==> src/rtl/noc_inject_arb.sv <==
// Packet-granular round-robin arbiter sharing one router injection channel among NREQ requesters.
// One cycle to arbitrate, registered flit outputs one cycle after acceptance; stalls on ordy of the locked VC.
module noc_inject_arb #(
    parameter int NREQ  = 4,
    parameter int DATAW = 63,
    parameter int VCH   = 1,
    parameter int VCHW  = 0
) (
    input  logic                         clk,
    input  logic                         rst_,
    input  logic [NREQ*(DATAW+1)-1:0]    req_data,
    input  logic [NREQ-1:0]              req_valid,
    input  logic [NREQ-1:0]              req_last,
    output logic [NREQ-1:0]              req_ready,
    input  logic [VCH:0]                 ordy,
    output logic [DATAW:0]               idata,
    output logic                         ivalid,
    output logic [VCHW:0]                ivch,
    output logic [NREQ-1:0]              owner
);
    localparam int PTRW = $clog2(NREQ);
    localparam int VW   = VCHW + 1;

    localparam logic [0:0] ST_IDLE = 1'b0;
    localparam logic [0:0] ST_BUSY = 1'b1;

    logic [0:0]      state_q,   state_d;
    logic [PTRW-1:0] ptr_q,     ptr_d;
    logic [NREQ-1:0] owner_q,   owner_d;
    logic [VCHW:0]   vc_lock_q, vc_lock_d;
    logic [DATAW:0]  idata_q,   idata_d;
    logic            ivalid_q,  ivalid_d;
    logic [VCHW:0]   ivch_q,    ivch_d;

    logic [PTRW-1:0] hi_idx, lo_idx, win_idx, own_idx;
    logic            hi_fnd;
    logic [VCHW:0]   vc_sel;
    logic [DATAW:0]  sel_dat;
    logic            sel_last;
    logic            lock_rdy;
    logic            accept;

    // Rotating priority: lowest valid index at or above ptr, else lowest valid overall.
    always_comb begin
        hi_idx = '0;
        lo_idx = '0;
        hi_fnd = 1'b0;
        for (int i = NREQ - 1; i >= 0; i--) begin
            if (req_valid[i]) begin
                lo_idx = PTRW'(i);
                if (PTRW'(i) >= ptr_q) begin
                    hi_idx = PTRW'(i);
                    hi_fnd = 1'b1;
                end
            end
        end
        win_idx = hi_fnd ? hi_idx : lo_idx;
    end

    always_comb begin
        vc_sel = '0;
        for (int v = VCH; v >= 0; v--) begin
            if (ordy[v]) begin
                vc_sel = VW'(v);
            end
        end
    end

    always_comb begin
        own_idx = '0;
        sel_dat = '0;
        for (int i = 0; i < NREQ; i++) begin
            if (owner_q[i]) begin
                own_idx = PTRW'(i);
                sel_dat = req_data[i*(DATAW+1) +: DATAW+1];
            end
        end
        sel_last = |(req_last & owner_q);
    end

    assign lock_rdy  = ordy[vc_lock_q];
    assign req_ready = (state_q == ST_BUSY && !rst_) ? (owner_q & req_valid & {NREQ{lock_rdy}}) : '0;
    assign accept    = |req_ready;

    always_comb begin
        state_d   = state_q;
        ptr_d     = ptr_q;
        owner_d   = owner_q;
        vc_lock_d = vc_lock_q;
        idata_d   = idata_q;
        ivalid_d  = 1'b0;
        ivch_d    = ivch_q;
        case (state_q)
            ST_IDLE: begin
                if (|req_valid && |ordy) begin
                    owner_d   = {{(NREQ-1){1'b0}}, 1'b1} << win_idx;
                    vc_lock_d = vc_sel;
                    state_d   = ST_BUSY;
                end
            end
            ST_BUSY: begin
                if (accept) begin
                    idata_d  = sel_dat;
                    ivalid_d = 1'b1;
                    ivch_d   = vc_lock_q;
                    if (sel_last) begin
                        state_d = ST_IDLE;
                        owner_d = '0;
                        ptr_d   = (own_idx == PTRW'(NREQ - 1)) ? '0 : own_idx + 1'b1;
                    end
                end
            end
            default: state_d = ST_IDLE;
        endcase
    end

    always_ff @(posedge clk) begin
        if (rst_) begin
            state_q   <= ST_IDLE;
            ptr_q     <= '0;
            owner_q   <= '0;
            vc_lock_q <= '0;
            idata_q   <= '0;
            ivalid_q  <= 1'b0;
            ivch_q    <= '0;
        end else begin
            state_q   <= state_d;
            ptr_q     <= ptr_d;
            owner_q   <= owner_d;
            vc_lock_q <= vc_lock_d;
            idata_q   <= idata_d;
            ivalid_q  <= ivalid_d;
            ivch_q    <= ivch_d;
        end
    end

    assign idata  = idata_q;
    assign ivalid = ivalid_q;
    assign ivch   = ivch_q;
    assign owner  = owner_q;

endmodule

==> config.mk <==
export PLATFORM = sky130hd
export DESIGN_NAME = noc_inject_arb
export DESIGN_NICKNAME = d
export VERILOG_FILES = /design/src/rtl/noc_inject_arb.sv
export SDC_FILE = /design/constraint.sdc
export NUM_CORES = 1
export LEC_CHECK = 0
export CAP_MARGIN = 20
export CORE_AREA = 2 2 131 133
export DETAILED_ROUTE_END_ITERATION = 8
export DIE_AREA = 0 0 133 135
export PLACE_DENSITY = 0.67
export RECOVER_POWER = 50
export SETUP_SLACK_MARGIN = 0.3
export SLEW_MARGIN = 20
export SYNTH_ARGS = -nofsm -noshare
export SYNTH_HDL_FRONTEND = slang
export SYNTH_SLANG_ARGS = --single-unit
==> constraint.sdc <==
create_clock -name clk -period 3.7 [get_ports clk]
set_input_delay 0.74 -clock clk [delete_from_list [all_inputs] [get_ports clk]]
set_output_delay 0.74 -clock clk [all_outputs]
set_load 0.05 [all_outputs]
Word level (Yosys, flattened, before mapping)
Index checks and enable logic that the tools add are counted.
W data, S select, Z words.
{ "totals": {"reg_bits": 74, "elab_cells": 77} }
{ "op_classes": {"reduce_logical": 12, "eq_ne": 4, "muxes": 43, "n_bitwise": 4, "magnitude_cmp": 5, "add_sub_neg": 1, "n_shift": 1} }
{ "op_table": {"columns": ["operator", "n"], "rows": [
  ["$mux W64", 4],
  ["$mux W2", 16],
  ["$mux W1", 17],
  ["$mux W4", 4],
  ["$and A4 B4 Y4", 3],
  ["$reduce_or A4 Y1", 3],
  ["$pmux W4 S2", 1],
  ["$reduce_and A3 Y1", 2],
  ["$ge A1 B2 Y1 const A", 2],
  ["$ge A2 B2 Y1 const A", 2],
  ["$ne A2 B1 Y1 const B", 2],
  ["$reduce_and A2 Y1", 2],
  ["$reduce_or A2 Y1", 2],
  ["$shl A1 B2 Y4 const A", 1],
  ["$add A2 B1 Y2 const B", 1],
  ["$eq A2 B2 Y1 const B", 1],
  ["$logic_and A1 B1 Y1", 2],
  ["$lt A1 B2 Y1 const B", 1],
  ["$ne A2 B2 Y1 const B", 1],
  ["$pmux W1 S2", 1],
  ["$logic_not A1 Y1", 1],
  ["$not A1 Y1", 1]
]} }

Logic depth before layout (Yosys ltp)
{ "depth": {"word_depth": 13, "depth_mapped": 8, "mapped_depth_nobuf": 5} }

Worst setup path before layout
No wires, ideal clock.
{ "synth_timing": {"kind": "reg-to-output", "startpoint": "reg owner_q[2], in the netlist owner[2]", "endpoint": "out req_ready[2]", "arrival_ns": 2.162, "path_slack_ns": 0.798, "path_stages_with_launch": 6, "t_required_ns": 2.960, "path_cell_list": "dfxtp_1 -> buf_4 -> clkbuf_1 -> clkbuf_1 -> nand2_1 -> nor2_1"} }
{ "synth_between": {"elab_chain_len": 3} }
{ "synth_rtl": {"columns": ["element", "line_no", "source"], "rows": [
  ["start: declaration", "29", "logic [NREQ-1:0] owner_q, owner_d;"],
  ["start signal: assignment", "129", "owner_q <= owner_d;"],
  ["$and A4 B4 Y4 (2 in a row)", "82", "assign req_ready = (state_q == ST_BUSY && !rst_) ? (owner_q & req_valid & {NREQ{lock_rdy}}) : '0;"],
  ["$mux W4", "82", null],
  ["end: declaration", "14", "output logic [NREQ-1:0] req_ready,"]
]} }
Every way passes these cells.

Worst setup path in the final report
{ "layout_timing": {"startpoint": "in req_valid[0]", "endpoint": "reg idata_q[22], in the netlist idata[22]"} }
{ "layout_between": {"elab_chain_len": 5} }
{ "layout_rtl": {"columns": ["element", "line_no", "source"], "rows": [
  ["start: declaration", "12", "input logic [NREQ-1:0] req_valid,"],
  ["$and A4 B4 Y4 (2 in a row)", "82", null],
  ["$mux W4", "82", null],
  ["$reduce_or A4 Y1", "83", "assign accept = |req_ready;"],
  ["$reduce_and A2 Y1 (no line)", null, null],
  ["end signal: assignment", "131", "idata_q <= idata_d;"],
  ["end: declaration", "31", "logic [DATAW:0] idata_q, idata_d;"]
]} }
Every way passes these cells.
A chain may end at the register's enable or synchronous reset.

==> flow_metrics.env <==
export IMPL_intPower_uw=1710
export IMPL_cts_sinks=74
export IMPL_grt_setup_unrepaired="no"
export IMPL_crit_slowest_cell="dlygate4sd3_1"
export IMPL_post_cts_resized=0
export IMPL_finalHoldViolCount=0
export IMPL_hp_start="idata[32]"
export IMPL_syn_to_final_growth_pct=85.4
export IMPL_grt_pass1_vias=5626
export IMPL_clock_latency_ns=0.34
export IMPL_finalWorstSetupSlack_ns=0.751
export IMPL_end_kind="flop"
export IMPL_gp_congestion=0.775
export IMPL_criticalPathCategory="primary input to flop"
export IMPL_seq_power_share=0.365
export IMPL_clk_pin_slew_ns=0.06
export IMPL_ys_top_cells_by_count="a21oi_1, dfxtp_1, inv_1"
export IMPL_ir_worst_vdd_uv=205
export IMPL_antenna_left=0
export IMPL_cts_hold_buf=0
export IMPL_synthFlopType="dfxtp_1"
export IMPL_netlist_area_um2=4480
export IMPL_p_per_area_nw_per_um2=273
export IMPL_worst_path_most_repeated_cell="buf_4"
export IMPL_max_clock_path_buffers=2
export IMPL_dp_hpwl_um=14300
export IMPL_core_area_um2=16400
export IMPL_synth_edf_count=0
export IMPL_ioPinCount=342
export IMPL_clkPwrFrac=0.395
export IMPL_dp_cells=1090
export IMPL_synth_area_leaders="dfxtp_1, a21oi_1, a211o_1, a221oi_1, inv_1"
export IMPL_cts_root_buf="clkbuf_16"
export IMPL_via_per_inst=5.15
export IMPL_p_leak_uw=0.00328
export IMPL_grt_max_degree=76
export IMPL_grt_pass1_wl_um=30100
export IMPL_combPwrFrac=0.240
export IMPL_fmax_mhz=339
export IMPL_layout_drive_gt1_share=0.0440
export IMPL_rows=47
export IMPL_firstDrtPassIters=7
export IMPL_timing_final_crit_share=0.797
export IMPL_start_util=0.273
export IMPL_drtIter0Drc=254
export IMPL_async_reset_ff_frac=0
export IMPL_hold_end="idata[32]"
export IMPL_rrSetupSlack_ns=1.15
export IMPL_path_max_fanout=66
export IMPL_cts_setup_buffers=0
export IMPL_htreeDepth=3
export IMPL_fin_crit_ns=2.95
export IMPL_fin_cells=1106
export IMPL_critPathMaxStageDelay_ns=0.64
export IMPL_r2r_start="owner[3]"
export IMPL_track_usage=0.211
export IMPL_die_area_um2=18000
export IMPL_synthCells=584
export IMPL_hold_class="flop to flop"
export IMPL_ys_types=37
export IMPL_hold_depth=2
export IMPL_tightest_slew_ns=0.918
export IMPL_cp_data_arrival_time_ns=3.17
export IMPL_synth_top_cell_area_share=0.331
export IMPL_die_x_um=133
export IMPL_worstSetupStartpointType="primary input"
export IMPL_n_antenna_cell=0
export IMPL_status="completed"
export IMPL_port_buffers=341
export IMPL_die_h_um=135
export IMPL_rr_endpoint="owner[3]"
export IMPL_vias=5701
export IMPL_worst_ep_required_time_ns=3.92
export IMPL_wl_per_cell_um=17.7
export IMPL_nets=1149
export IMPL_antenna_found_initial=0
export IMPL_drc=0
export IMPL_syn_area_per_cell_um2=7.67
export IMPL_finalMaxSlewViolations=0
export IMPL_fin_total_pwr_uw=2270
export IMPL_holdWs_ns=0.445
export IMPL_yosysSeqAreaShare=0.331
export IMPL_max_cap_viol_count=0
export IMPL_cts_tree="yes"
export IMPL_relSlewSlack=0.387
export IMPL_synth_seq_cells=74
export IMPL_p_sw_uw=560
export IMPL_wl_um=19600
export IMPL_final_setup_tns_ns=0
export IMPL_reg2regPathDepth=4
export IMPL_synth_net_count=852
export IMPL_crit_path_cell_trace="dlygate4sd3_1 > a22o_1 > o2111ai_4 > buf_4 > buf_4 > a221o_1 > a21oi_1"
export IMPL_yosys_warnings=0
export IMPL_numCtsBuffers=9
export IMPL_dp_slack_ns=0.471
export IMPL_power_share_switching=0.247
export IMPL_finalClockSkew_ns=0.00558
export IMPL_yosysTopAreaCell="dfxtp_1"
export IMPL_setup_viol_count_final=0
export IMPL_yosysMostFrequentCell="a21oi_1"
export IMPL_grt_overflow=0
power by group through the flow:
stage               Sequential, uW  Clock (uW)  Combinational (uW)
finish                         828         897                 546
global route                   830         950                 586
CTS                            829         922                 554
detailed placement             846           0                 551
global placement               846           0                 545
floorplan                      876           0                 163
worst max path at each step:
stage	from	depth (start not counted)	slack, ns	endpoint
2_1_floorplan	owner[2]	5	0.80	req_ready[2]
3_3_place_gp	req_valid[3]	7	0.55	idata[22]
3_5_place_dp	req_valid[3]	7	0.47	idata[22]
4_1_cts	rst_	6	0.77	req_ready[3]
5_1_grt	req_valid[0]	7	0.59	idata[16]
6_report	req_valid[0]	7	0.75	idata[22]
logic make-up (layout without fill, tap and decap cells):
group | count (synthesis) | in the layout | synth area share
compound gates | 332 | 332 | 0.498
buf+inv | 133 | 435 | 0.120
flops | 74 | 74 | 0.331
mux | 2 | 2 | 0.00475
simple gates | 43 | 43 | 0.0458
metal layers:
metal  vias up  global-route usage  wire (um)
met2       265               0.366       9540
met5         -                   0          0
met4         0              0.0759        442
li1       2806                   -          -
met1      2602               0.247       7950
met3        28              0.0619       1690
placed cells by master (no fill, tap or decap), types with 2 or more instances in the layout:
cell / count
o21ai_0: 26
a21oi_1: 157
a22o_1: 3
a22oi_1: 17
inv_1: 66
buf_12: 2
dfxtp_1: 71
dfxtp_4: 2
or4_1: 2
o41ai_1: 4
o2111ai_1: 4
clkbuf_8: 2
dlygate4sd3_1: 68
clkbuf_16: 9
o221a_2: 2
a221oi_1: 47
o21a_1: 2
nand2_1: 24
buf_4: 13
clkbuf_1: 3
a221o_1: 17
a211o_1: 47
clkdlybuf4s50_1: 269
nor2_1: 8
stage by stage:
| step | instance area [um^2] | util |
|---|---|---|
| finish | 8300 | 0.506 |
| global route | 8300 | 0.506 |
| CTS | 8300 | 0.506 |
| detailed placement | 8010 | 0.488 |
| global placement | 7990 | 0.487 |
| floorplan | 4480 | - |
worst max-delay path: cells and delay by family:
kind | cells | cell delay, ns
buffers and inverters | 3 | 1.67
AO/OA/AOI/OAI | 4 | 0.74
registers in the layout, indices dropped and copies added, names as in the netlist:
| register | cells |
|---|---|
| idata | 64 |
| ivalid | 1 |
| ivch | 1 |
| owner | 4 |
| ptr_q | 2 |
| state_q | 1 |
| vc_lock_q | 1 |
area by class of cell:
type | instances | area, um^2
clock buffers | 14 | 264
clock inverters | 2 | 35.0
fillers | 1598 | 8100
inverters | 67 | 251
multi-input cells | 377 | 2480
flip-flops and latches | 74 | 1490
well taps | 220 | 275
repair buffers | 352 | 3510
Note: power is estimated with default switching activity, not from simulation.
